File: config.mk
export PLATFORM = sky130hd
export DESIGN_NAME = mem_wb_queue_flat
export DESIGN_NICKNAME = d
export VERILOG_FILES = /design/src/rtl/mem_wb_queue_if.sv /design/src/rtl/mem_wb_queue.sv /design/src/flat_wrapper.sv
export SDC_FILE = /design/constraint.sdc
export NUM_CORES = 1
export LEC_CHECK = 0
export CORE_UTILIZATION = 40
export CTS_BUF_LIST = sky130_fd_sc_hd__clkbuf_2
export DETAILED_ROUTE_END_ITERATION = 10
export GPL_ROUTABILITY_DRIVEN = 0
export PLACE_DENSITY = 0.7
export SLEW_MARGIN = 20
export SYNTH_ARGS = -nofsm -noshare
export SYNTH_HDL_FRONTEND = slang
export SYNTH_SLANG_ARGS = --single-unit
export TNS_END_PERCENT = 30
File: constraint.sdc
create_clock -name clk -period 8.9 [get_ports clk]
set_input_delay 2.225 -clock clk [delete_from_list [all_inputs] [get_ports clk]]
set_output_delay 2.225 -clock clk [all_outputs]
set_load 0.02 [all_outputs]
File: src/rtl/mem_wb_queue_if.sv
// Memory-to-writeback record type and the handshake bundle between the memory
// stage, the MEM/WB queue and the writeback stage.
package mem_wb_pkg;

  typedef struct packed {
    logic        valid;
    logic        skip;
    logic [4:0]  rd;
    logic [63:0] pc;
    logic [63:0] alu_out;
    logic [63:0] MemReadData;
  } memory_data_t;

endpackage

interface mem_wb_queue_if;

  mem_wb_pkg::memory_data_t dataM_nxt;
  logic                     stallM;
  logic                     in_ready;
  logic                     wb_ready;
  mem_wb_pkg::memory_data_t dataM;
  logic                     wb_valid;

  // Producer/consumer side (memory stage + writeback stage)
  modport master (
    output dataM_nxt, stallM, wb_ready,
    input  in_ready, dataM, wb_valid
  );

  // Queue side
  modport slave (
    input  dataM_nxt, stallM, wb_ready,
    output in_ready, dataM, wb_valid
  );

endinterface

File: src/rtl/mem_wb_queue.sv
// Small FIFO between the memory and writeback stages. The head is presented
// from registered state only, so there is no input-to-output bypass.
module mem_wb_queue #(
  parameter int DEPTH = 2
) (
  input  logic                     clk,
  input  logic                     reset,
  mem_wb_queue_if.slave            bus,
  input  logic                     flushW,
  output logic [$clog2(DEPTH):0]   count,
  output logic [63:0]              retired
);
  import mem_wb_pkg::*;

  localparam int PW = $clog2(DEPTH);
  localparam int CW = PW + 1;

  typedef enum logic [1:0] {
    ST_EMPTY   = 2'b00,
    ST_PARTIAL = 2'b01,
    ST_FULL    = 2'b10
  } state_t;

  state_t          r_state;
  state_t          w_state_nxt;
  logic [CW-1:0]   r_count;
  logic [CW-1:0]   w_count_nxt;
  logic [PW-1:0]   r_rd_ptr;
  logic [PW-1:0]   r_wr_ptr;
  logic [63:0]     r_retired;
  memory_data_t    r_mem [DEPTH];

  logic            w_in_ready;
  logic            w_wb_valid;
  logic            w_enq;
  logic            w_deq;

  assign w_in_ready = (r_state != ST_FULL);
  assign w_wb_valid = (r_state != ST_EMPTY);

  assign w_enq = bus.dataM_nxt.valid & ~bus.stallM & w_in_ready & ~flushW;
  assign w_deq = w_wb_valid & bus.wb_ready & ~flushW;

  // Occupancy next-state: flush wins, otherwise enqueue/dequeue adjust count
  always_comb begin
    w_count_nxt = r_count;
    w_state_nxt = r_state;
    if (flushW) begin
      w_count_nxt = {CW{1'b0}};
    end else begin
      case ({w_enq, w_deq})
        2'b10:   w_count_nxt = r_count + CW'(1);
        2'b01:   w_count_nxt = r_count - CW'(1);
        default: w_count_nxt = r_count;
      endcase
    end
    if (w_count_nxt == {CW{1'b0}}) begin
      w_state_nxt = ST_EMPTY;
    end else if (w_count_nxt == CW'(DEPTH)) begin
      w_state_nxt = ST_FULL;
    end else begin
      w_state_nxt = ST_PARTIAL;
    end
  end

  // Occupancy state, pointers and retire counter
  always_ff @(posedge clk or negedge reset) begin
    if (!reset) begin
      r_state   <= ST_EMPTY;
      r_count   <= {CW{1'b0}};
      r_rd_ptr  <= {PW{1'b0}};
      r_wr_ptr  <= {PW{1'b0}};
      r_retired <= 64'd0;
    end else begin
      r_state <= w_state_nxt;
      r_count <= w_count_nxt;
      if (flushW) begin
        r_rd_ptr <= {PW{1'b0}};
        r_wr_ptr <= {PW{1'b0}};
      end else begin
        if (w_enq) begin
          r_wr_ptr <= r_wr_ptr + PW'(1);
        end
        if (w_deq) begin
          r_rd_ptr  <= r_rd_ptr + PW'(1);
          r_retired <= r_retired + 64'd1;
        end
      end
    end
  end

  // Entry storage carries no reset; it is never visible while empty
  always_ff @(posedge clk) begin
    if (w_enq) begin
      r_mem[r_wr_ptr] <= bus.dataM_nxt;
    end
  end

  // Head presentation
  always_comb begin
    bus.in_ready = w_in_ready;
    bus.wb_valid = w_wb_valid;
    if (w_wb_valid) begin
      bus.dataM = r_mem[r_rd_ptr];
    end else begin
      bus.dataM = '0;
    end
  end

  assign count   = r_count;
  assign retired = r_retired;

endmodule

File: src/flat_wrapper.sv
// flat-port wrapper written by rule: the top's interface ports become plain ports
module mem_wb_queue_flat import mem_wb_pkg::*;
#(
  parameter int DEPTH = 2
)
  (clk, reset, flushW, count, retired, bus_dataM_nxt, bus_stallM, bus_wb_ready, bus_in_ready, bus_dataM, bus_wb_valid);
  mem_wb_queue_if bus_i ();
  input  logic clk;
  input  logic reset;
  input  logic flushW;
  output logic [$clog2(DEPTH):0] count;
  output logic [63:0] retired;
  input wire logic [$bits(bus_i.dataM_nxt)-1:0] bus_dataM_nxt;
  input wire logic [$bits(bus_i.stallM)-1:0] bus_stallM;
  input wire logic [$bits(bus_i.wb_ready)-1:0] bus_wb_ready;
  output wire logic [$bits(bus_i.in_ready)-1:0] bus_in_ready;
  output wire logic [$bits(bus_i.dataM)-1:0] bus_dataM;
  output wire logic [$bits(bus_i.wb_valid)-1:0] bus_wb_valid;
  assign bus_i.dataM_nxt = bus_dataM_nxt;
  assign bus_i.stallM = bus_stallM;
  assign bus_i.wb_ready = bus_wb_ready;
  assign bus_in_ready = bus_i.in_ready;
  assign bus_dataM = bus_i.dataM;
  assign bus_wb_valid = bus_i.wb_valid;
  mem_wb_queue #(.DEPTH(DEPTH)) u_core (.clk(clk), .reset(reset), .bus(bus_i), .flushW(flushW), .count(count), .retired(retired));
endmodule
==> results of run 1 <==
## layer usage
metal	vias to the layer above	GRT usage, %
met5	-	0
met4	8	7.069
met3	75	7.021
met2	406	31.17
met1	5515	22.41
li1	5436	-
## logic make-up (layout without fill, tap and decap cells)
family / Yosys count / in the layout / synth area share, %
DFF: 467 / 467 / 75.20
AOI/OAI and AO/OA: 2 / 2 / 0.05498
other: 0 / 10 / 0
buffers and inverters: 56 / 690 / 1.190
and+or+nand+nor: 358 / 358 / 9.183
adders and majority gates: 2 / 2 / 0.1375
muxes: 200 / 200 / 11.01
xor gates and xnor gates: 67 / 67 / 3.226
## synthesized netlist by cell type
cell type	n
nand2b_1	2
dfrtp_1	69
and3_1	11
xnor2_1	29
mux2_2	1
nor4_1	10
nor4_2	3
ha_1	2
buf_1	9
nand3_2	2
nor3b_2	1
nor2_1	227
clkbuf_2	1
mux2i_1	199
or4_1	1
nand2_1	18
nand3_1	26
nor4b_2	1
clkbuf_1	37
o21ai_1	1
buf_4	1
nor3_1	15
buf_2	1
and4_1	2
and3b_1	1
or3_1	1
and2_1	5
or2_2	4
nand4_1	23
nor4_4	2
or4_4	1
and4b_1	1
a21oi_1	1
and4bb_2	1
inv_1	7
edfxtp_1	398
xor2_1	38
## power groups by stage
| stage | Combinational, mW | Sequential, mW | Clock, mW |
|---|---|---|---|
| after floorplan | 0.260 | 2.52 | 0 |
| after global placement | 0.571 | 2.50 | 0 |
| after detailed placement | 0.576 | 2.50 | 0 |
| after CTS | 0.580 | 2.45 | 1.46 |
| after global routing | 0.605 | 2.46 | 1.57 |
| final | 0.573 | 2.45 | 1.40 |
## sequential cells by signal, summed over array words and instances (netlist names)
name             cells
u_core.r_state       1
u_core.count         2
u_core.retired      64
u_core.r_rd_ptr      1
u_core.r_mem       398
u_core.r_wr_ptr      1
## cell usage in the layout, fill, tap and decap left out, drive strengths merged, types with 4 or more instances in the layout
master	Yosys	layout
and2	5	5
and3	11	11
buf	11	11
clkbuf	38	174
clkdlybuf4s50	0	469
clkinv	0	26
dfrtp	69	69
diode	0	10
edfxtp	398	398
inv	7	7
mux2i	199	199
nand2	18	18
nand3	28	28
nand4	23	23
nor2	227	227
nor3	15	15
nor4	15	15
or2	4	4
xnor2	29	29
xor2	38	38
## area by class of cell
type                            count  area (µm²)
Sequential cell                   467       13680
Multi-Input combinational cell    629        4318
Clock inverter                     29       177.7
Timing Repair Buffer              480        4812
Tap cell                          592       740.7
Antenna cell                       10       25.02
Clock buffer                      174       870.8
Inverter                            7       26.28
Fill cell                        3710       19860
## stage by stage
stage               setup slack (ns)  cells  util (%)  TNS (ns)  power, mW
finish                         2.823   2388     55.39         0      4.422
global placement               3.841   2175     52.97         0      3.069
CTS                            2.611   2378     55.33         0      4.492
detailed placement             3.778   2175     52.97         0      3.076
floorplan                     -2.718   1152         -  -1081.66      2.776
global route                   2.480   2387     55.38         0      4.628
## final timing paths
check | start | endpoint | cells past startpoint
worst max register to register | u_core.count[0] | u_core.r_mem[1][79] | 5
min in group asynchronous | reset | u_core.retired[61] | 2
worst max-delay path | u_core.count[0] | bus_dataM[107] | 5
worst min register to register | u_core.retired[63] | u_core.retired[63] | 1
max in group asynchronous | reset | u_core.r_rd_ptr | 2
worst min-delay path | u_core.retired[63] | u_core.retired[63] | 1
==> results.json, run 1 <==
{
  "drt-pass1-iter-count": 5,
  "grt_antenna_before_repair": 11,
  "max_stage_delay_ns": 0.63,
  "rows": 77,
  "cts_tree": "yes",
  "post_dp_cell_area_mm2": 0.02358,
  "routed-wl-met3_um": 3299,
  "wl_met1_um": 17780,
  "period_needed_ns": 6.077,
  "worst-path-max-fanout": 68,
  "rsz0062_at_grt": "no",
  "cts_max_level": 3,
  "cts_buffers": 115,
  "start_util_pct": 40.87,
  "fmax_ghz": 0.1646,
  "track_usage_pct": 18.87,
  "io_pins": 471,
  "hp-class": "reg -> reg",
  "fin_worst_skew_ns": 0.08273,
  "status": "complete, no violations",
  "grt_max_degree": 129,
  "clock_sinks": 467,
  "vias_per_cell": 4.791,
  "critPathArrivalTime_ns": 3.85,
  "highest_layer": "met5",
  "cts_resized": 0,
  "clock_latency_ns": 1.09,
  "drv_cap": 0,
  "power_density_mw_per_mm2": 179.4,
  "design_area_mm2": 0.02465,
  "ys.warnings.count": 0,
  "hold_ws_ns": 0.4769,
  "met2_length_um": 22230,
  "path_cells": "nor2_4, buf_4, buf_4, nor2_1, clkdlybuf4s50_1",
  "p_sw_share_pct": 25.89,
  "relSlewSlack_pct": 14.00,
  "synth.avg_cell_area_um2": 15.79,
  "p_seq_share_pct": 55.4,
  "cts_hold_buf": 0,
  "worstMarginPinSlew_ns": 1.290,
  "grt_pass1_vias": 11851,
  "ant_nets": 0,
  "finalHoldViolations": 0,
  "synth_cell_types": 37,
  "drtIter0Drc": 751,
  "dieArea_mm2": 0.04633,
  "die_w_um": 215.3,
  "p_int_mw": 3.277,
  "root_buffer": "clkbuf_2",
  "drc": 0,
  "required_ns": 6.68,
  "end_kind": "primary output",
  "drive_above_1_share_pct": 11.87,
  "port_buffers": 470,
  "finalSetupViolations": 0,
  "vias": 11440,
  "yosys.area.top_type_share_pct": 65.70,
  "comb_power_share_pct": 13.0,
  "finalCritPeriodShare_pct": 68.28,
  "synth_area_mm2": 0.01819,
  "grt_overflow": 0,
  "ys_top_cells_by_area": "edfxtp_1, mux2i_1, dfrtp_1",
  "ys_seq_elements": 467,
  "post_cts_buffers": 0,
  "core_area_mm2": 0.04451,
  "ys_seq_area_share_pct": 75.20,
  "path_common_cell": "buf_4",
  "clock_path_buffers": 3,
  "fin_nets": 1906,
  "netlist_instances": 1152,
  "crit_family": "buffers and inverters",
  "yosysTopAreaCell": "edfxtp_1",
  "clk_pin_slew_ns": 0.10,
  "maxSlewViolCount": 0,
  "syn_nets": 1358,
  "critical_path_class": "reg -> out",
  "ir_drop_v": 0.0001236,
  "leakage_nw": 8.533,
  "pwr-share-clk_pct": 31.6,
  "die_y_um": 215.3,
  "syn_to_final_growth_pct": 35.53,
  "avgRoutedWirePerCell_um": 18.55,
  "dp_hpwl_um": 29550,
  "worst_path_max_delay_cell": "buf_4",
  "p_sw_mw": 1.145,
  "grt_pass1_wl_um": 66610,
  "reg2reg_setup_slack_ns": 6.03,
  "start_kind": "flop",
  "path_buf_inv": 3,
  "drt_wl_total_um": 44290
}
Power figures use the tool's default switching activity.
==> inputs of run 2 (changes only) <==
Clock period 8.9 ns to 5.2 ns, I/O delays scaled along.
==> run 2 against run 1 <==
  * Power grew 70%
  * Sequential share of layout area is essentially flat
  * Sequential cell count is the same
==> results.json, run 2 (synthesized netlist as in run 1, its figures left out) <==
{
  "fmax_ghz": 0.2093,
  "largest_register_ffs": 398,
  "dieArea_mm2": 0.04633,
  "clk_pin_slew_ns": 0.10,
  "io_pins": 471,
  "met2_usage_pct": 31.10,
  "drt_wl_total_um": 44540,
  "drtIter0Drc": 711,
  "path_depth": 4,
  "required_ns": 3.90,
  "clock_sinks": 467,
  "final_cell_mix": "clkdlybuf4s50_1, edfxtp_1, nor2_1",
  "track_usage_pct": 19.02,
  "busiest_layer": "met2",
  "core_area_mm2": 0.04451,
  "design_area_mm2": 0.02466,
  "cts_hold_buf": 0,
  "leakage_nw": 8.514,
  "use_met3_pct": 8.408,
  "rsz0062_at_grt": "no",
  "grt_use_met1_pct": 22.06,
  "end_kind": "primary output",
  "fin_nets": 1911,
  "post_cts_buffers": 1,
  "top_register": "u_core.r_mem",
  "grt_pass1_wl_um": 67560,
  "vias": 11473,
  "drt-pass1-iter-count": 7,
  "grt_antenna_before_repair": 3,
  "maxSlewViolCount": 0,
  "die_w_um": 215.3,
  "grt_max_degree": 142,
  "ir_drop_v": 0.0002042,
  "cts_resized": 0,
  "worstMarginPinSlew_ns": 1.134,
  "clock_path_buffers": 3,
  "vias_per_cell": 4.831,
  "hold_ws_ns": 0.2398,
  "crit_family": "buffers and inverters",
  "path_cells": "buf_12, mux2i_1, nor2_1, clkdlybuf4s50_1",
  "max_stage_delay_ns": 0.71,
  "hp-class": "in -> async",
  "fin_worst_skew_ns": 0.08253,
  "grt_overflow": 0,
  "cts_max_level": 3,
  "avgRoutedWirePerCell_um": 18.75,
  "drive_above_1_share_pct": 11.42,
  "root_buffer": "clkbuf_2",
  "mostFrequentLayoutCell": "clkdlybuf4s50_1",
  "die_y_um": 215.3,
  "finalSetupViolations": 0,
  "worst_path_max_delay_cell": "dfrtp_4",
  "drv_cap": 0,
  "grt_pass1_vias": 12181,
  "power_density_mw_per_mm2": 304.1,
  "status": "complete, no violations",
  "finalCritPeriodShare_pct": 91.88,
  "cts_tree": "yes",
  "clock_latency_ns": 1.11,
  "port_buffers": 470,
  "syn_to_final_growth_pct": 35.56,
  "start_kind": "flop",
  "rows": 77,
  "path_buf_inv": 2,
  "start_util_pct": 40.87,
  "cts_buffers": 116,
  "reg2reg_depth": 5,
  "period_needed_ns": 4.778,
  "n_fill_cell": 3724,
  "finalHoldViolations": 0,
  "post_dp_cell_area_mm2": 0.02364,
  "relSlewSlack_pct": 24.40,
  "ant_nets": 0,
  "critical_path_class": "reg -> out",
  "drc": 0,
  "dp_hpwl_um": 28960,
  "worst-path-max-fanout": 78,
  "critPathArrivalTime_ns": 3.48
}
[run 2: path summary, 6_finish.rpt]
path,start,endpoint,slack [ns]
setup / recovery,u_core.r_rd_ptr,bus_dataM[106],0.42
hold / removal,reset,u_core.retired[44],0.24
setup reg to reg,u_core.count[0],u_core.retired[58],2.66
hold reg to reg,u_core.retired[63],u_core.retired[63],0.50
max in group asynchronous,reset,u_core.retired[60],3.97
min in group clk,u_core.retired[63],u_core.retired[63],0.50
[run 2: cell type report]
class | count | area (µm²) | share of cell area [%]
clock inverter | 31 | 185.2 | 0.7510
multi-input combinational | 629 | 4318 | 17.51
sequential | 467 | 13680 | 55.49
timing repair buffer | 484 | 4892 | 19.84
tap | 592 | 740.7 | 3.004
inverter | 7 | 26.28 | 0.1066
clock buffer | 160 | 800.8 | 3.248
antenna | 5 | 12.51 | 0.05074
[run 2: metrics by stage]
stage / setup slack (ns) / TNS, ns / instances / util (%) / power (mW)
floorplan: -2.140 / -851.54 / 1152 / - / 4.740
global placement: 1.310 / 0 / 2178 / 53.11 / 5.261
detailed placement: 1.351 / 0 / 2178 / 53.11 / 5.272
CTS: 0.2112 / 0 / 2370 / 55.37 / 7.613
global route: 0.1091 / 0 / 2375 / 55.40 / 7.849
finish: 0.4224 / 0 / 2375 / 55.40 / 7.499
[run 2: metal layers]
metal | wire (µm) | part of all wire [%]
met1 | 17580 | 39
met2 | 21880 | 49
met3 | 4093 | 9.2
met4 | 969 | 2.2
met5 | 13 | 0.029
[run 2: report_power, final]
part / leakage (nW) / internal (mW) / switching [mW] / total, mW
logic: 3.21 / 0.468 / 0.515 / 0.984
clock network: 0.745 / 0.922 / 1.40 / 2.32
registers: 4.56 / 4.16 / 0.0417 / 4.20
total: 8.51 / 5.55 / 1.95 / 7.50
==> inputs of run 3 (changes only) <==
Settings changed: CTS_CLUSTER_DIAMETER set to 60, MAX_ROUTING_LAYER set to met4.
==> run 3 against run 2 <==
  * Die area unchanged
  * Worst setup slack improved by 0.033 ns
  * Worst hold slack gained 0.010 ns
  * Wire length about the same
  * Clock skew hardly changed
  * Count of clock-buffer cells in the layout unchanged
  * Power about the same
  * Via count decreased by 0.27%
  * Critical path depth unchanged
  * Clock power barely moved
  * Non-clock buffer count unchanged
  * Critical path type unchanged
  * Largest cell class unchanged
  * Highest routed layer is now met4
==> results.json, run 3 (synthesized netlist as in run 1, its figures left out) <==
{
  "met2_length_um": 21800,
  "relSlewSlack_pct": 21.99,
  "drtIter0Drc": 658,
  "syn_to_final_growth_pct": 35.54,
  "root_buffer": "clkbuf_2",
  "vias_per_cell": 4.820,
  "grt_overflow": 0,
  "maxSlewViolCount": 0,
  "cts_hold_buf": 0,
  "drt_wl_total_um": 44530,
  "mostFrequentLayoutCell": "clkdlybuf4s50_1",
  "required_ns": 3.90,
  "status": "complete, no violations",
  "cts_max_level": 3,
  "start_util_pct": 40.87,
  "finalSetupViolations": 0,
  "worst-path-max-fanout": 78,
  "utilization_pct": 55.39,
  "avgRoutedWirePerCell_um": 18.76,
  "finalCritPeriodShare_pct": 91.24,
  "start_kind": "flop",
  "fmax_ghz": 0.2108,
  "hp-class": "in -> async",
  "ant_nets": 0,
  "drive_above_1_share_pct": 11.42,
  "cts_buffers": 116,
  "finalHoldViolations": 0,
  "worst_path_max_delay_cell": "dfrtp_4",
  "fin_ws_ns": 0.4555,
  "highest_layer": "met4",
  "critPathArrivalTime_ns": 3.44,
  "fin_worst_skew_ns": 0.08243,
  "period_needed_ns": 4.745,
  "final_cell_mix": "clkdlybuf4s50_1, edfxtp_1, nor2_1",
  "routed-wl-met3_um": 4118,
  "post_dp_cell_area_mm2": 0.02364,
  "drv_cap": 0,
  "ir_drop_v": 0.0002061,
  "tns_ns": 0,
  "wl_met1_um": 17610,
  "grt_pass1_vias": 12260,
  "dp_hpwl_um": 28960,
  "max_stage_delay_ns": 0.71,
  "die_y_um": 215.3,
  "core_area_mm2": 0.04451,
  "largest_register_ffs": 398,
  "end_kind": "primary output",
  "rsz0062_at_grt": "no",
  "path_cells": "buf_12, mux2i_1, nor2_1, clkdlybuf4s50_1",
  "drt-pass1-iter-count": 7,
  "drc": 0,
  "dieArea_mm2": 0.04633,
  "grt_antenna_before_repair": 3,
  "die_w_um": 215.3,
  "worstMarginPinSlew_ns": 1.170,
  "clock_path_buffers": 3,
  "leakage_nw": 8.514,
  "reg2reg_depth": 5,
  "port_buffers": 470,
  "grt_pass1_wl_um": 67220,
  "io_pins": 471,
  "fin_nets": 1911,
  "rows": 77,
  "design_area_mm2": 0.02465,
  "critical_path_class": "reg -> out",
  "track_usage_pct": 19.57,
  "power_density_mw_per_mm2": 304.0,
  "clk_pin_slew_ns": 0.10,
  "top_register": "u_core.r_mem",
  "cts_tree": "yes",
  "grt_max_degree": 142,
  "post-place-ws_ns": 1.351,
  "vias": 11442,
  "clock_sinks": 467,
  "clock_latency_ns": 1.10
}
## run 3: cell count changes in the layout (fill, tap and decap cells not counted), sizes merged
cell	previous run	this run
diode	5	4
## run 3: worst paths after layout
| path | slack, ns | start | end |
|---|---|---|---|
| setup / recovery | 0.46 | u_core.r_rd_ptr | bus_dataM[106] |
| hold / removal | 0.25 | reset | u_core.retired[44] |
| setup reg to reg | 2.65 | u_core.count[0] | u_core.retired[58] |
| hold reg to reg | 0.50 | u_core.retired[63] | u_core.retired[63] |
| max in group asynchronous | 3.96 | reset | u_core.retired[60] |
| min in group clk | 0.50 | u_core.retired[63] | u_core.retired[63] |
## run 3: routing by layer
metal  vias to the layer above  track usage (%)
li1                       5406                -
met5                         -                -
met2                       407            31.14
met4                         0            7.069
met1                      5555            21.94
met3                        74            8.266
## run 3: report_power, final
group,switching [mW],internal [mW]
clock,1.39,0.922
combinational,0.515,0.468
sequential,0.0418,4.16
total,1.95,5.55
## run 3: per-stage QoR
step | power (mW) | std cells | hold WS, ns
2_1_floorplan | 4.740 | 1152 | 0.5491
3_3_place_gp | 5.261 | 2178 | 0.4851
3_5_place_dp | 5.272 | 2178 | 0.4899
4_1_cts | 7.613 | 2370 | 0.06811
5_1_grt | 7.841 | 2374 | 0.1238
6_report | 7.496 | 2374 | 0.2503
## run 3: what timing repair did
item | in CTS | in global routing
setup endpoints to repair | 1 | 0
endpoints found under the hold margin | 0 | 0
gates resized for setup | 0 | 0
setup buffers | 1 | 0
## run 3: worst max-delay path, delay by kind of cell, from the launching register on
| family | cells | cell delay (ns) |
|---|---|---|
| DFF | 1 | 0.71 |
| and+or+nand+nor | 1 | 0.09 |
| buffers and inverters | 2 | 1.04 |
| muxes | 1 | 0.38 |
## run 3: final cells by class
cell class | count | area, µm²
fill | 3724 | 19860
sequential | 467 | 13680
timing repair buffer | 484 | 4892
multi-input combinational | 629 | 4318
clock buffer | 160 | 800.8
tap | 592 | 740.7
clock inverter | 31 | 185.2
inverter | 7 | 26.28
antenna | 4 | 10.01
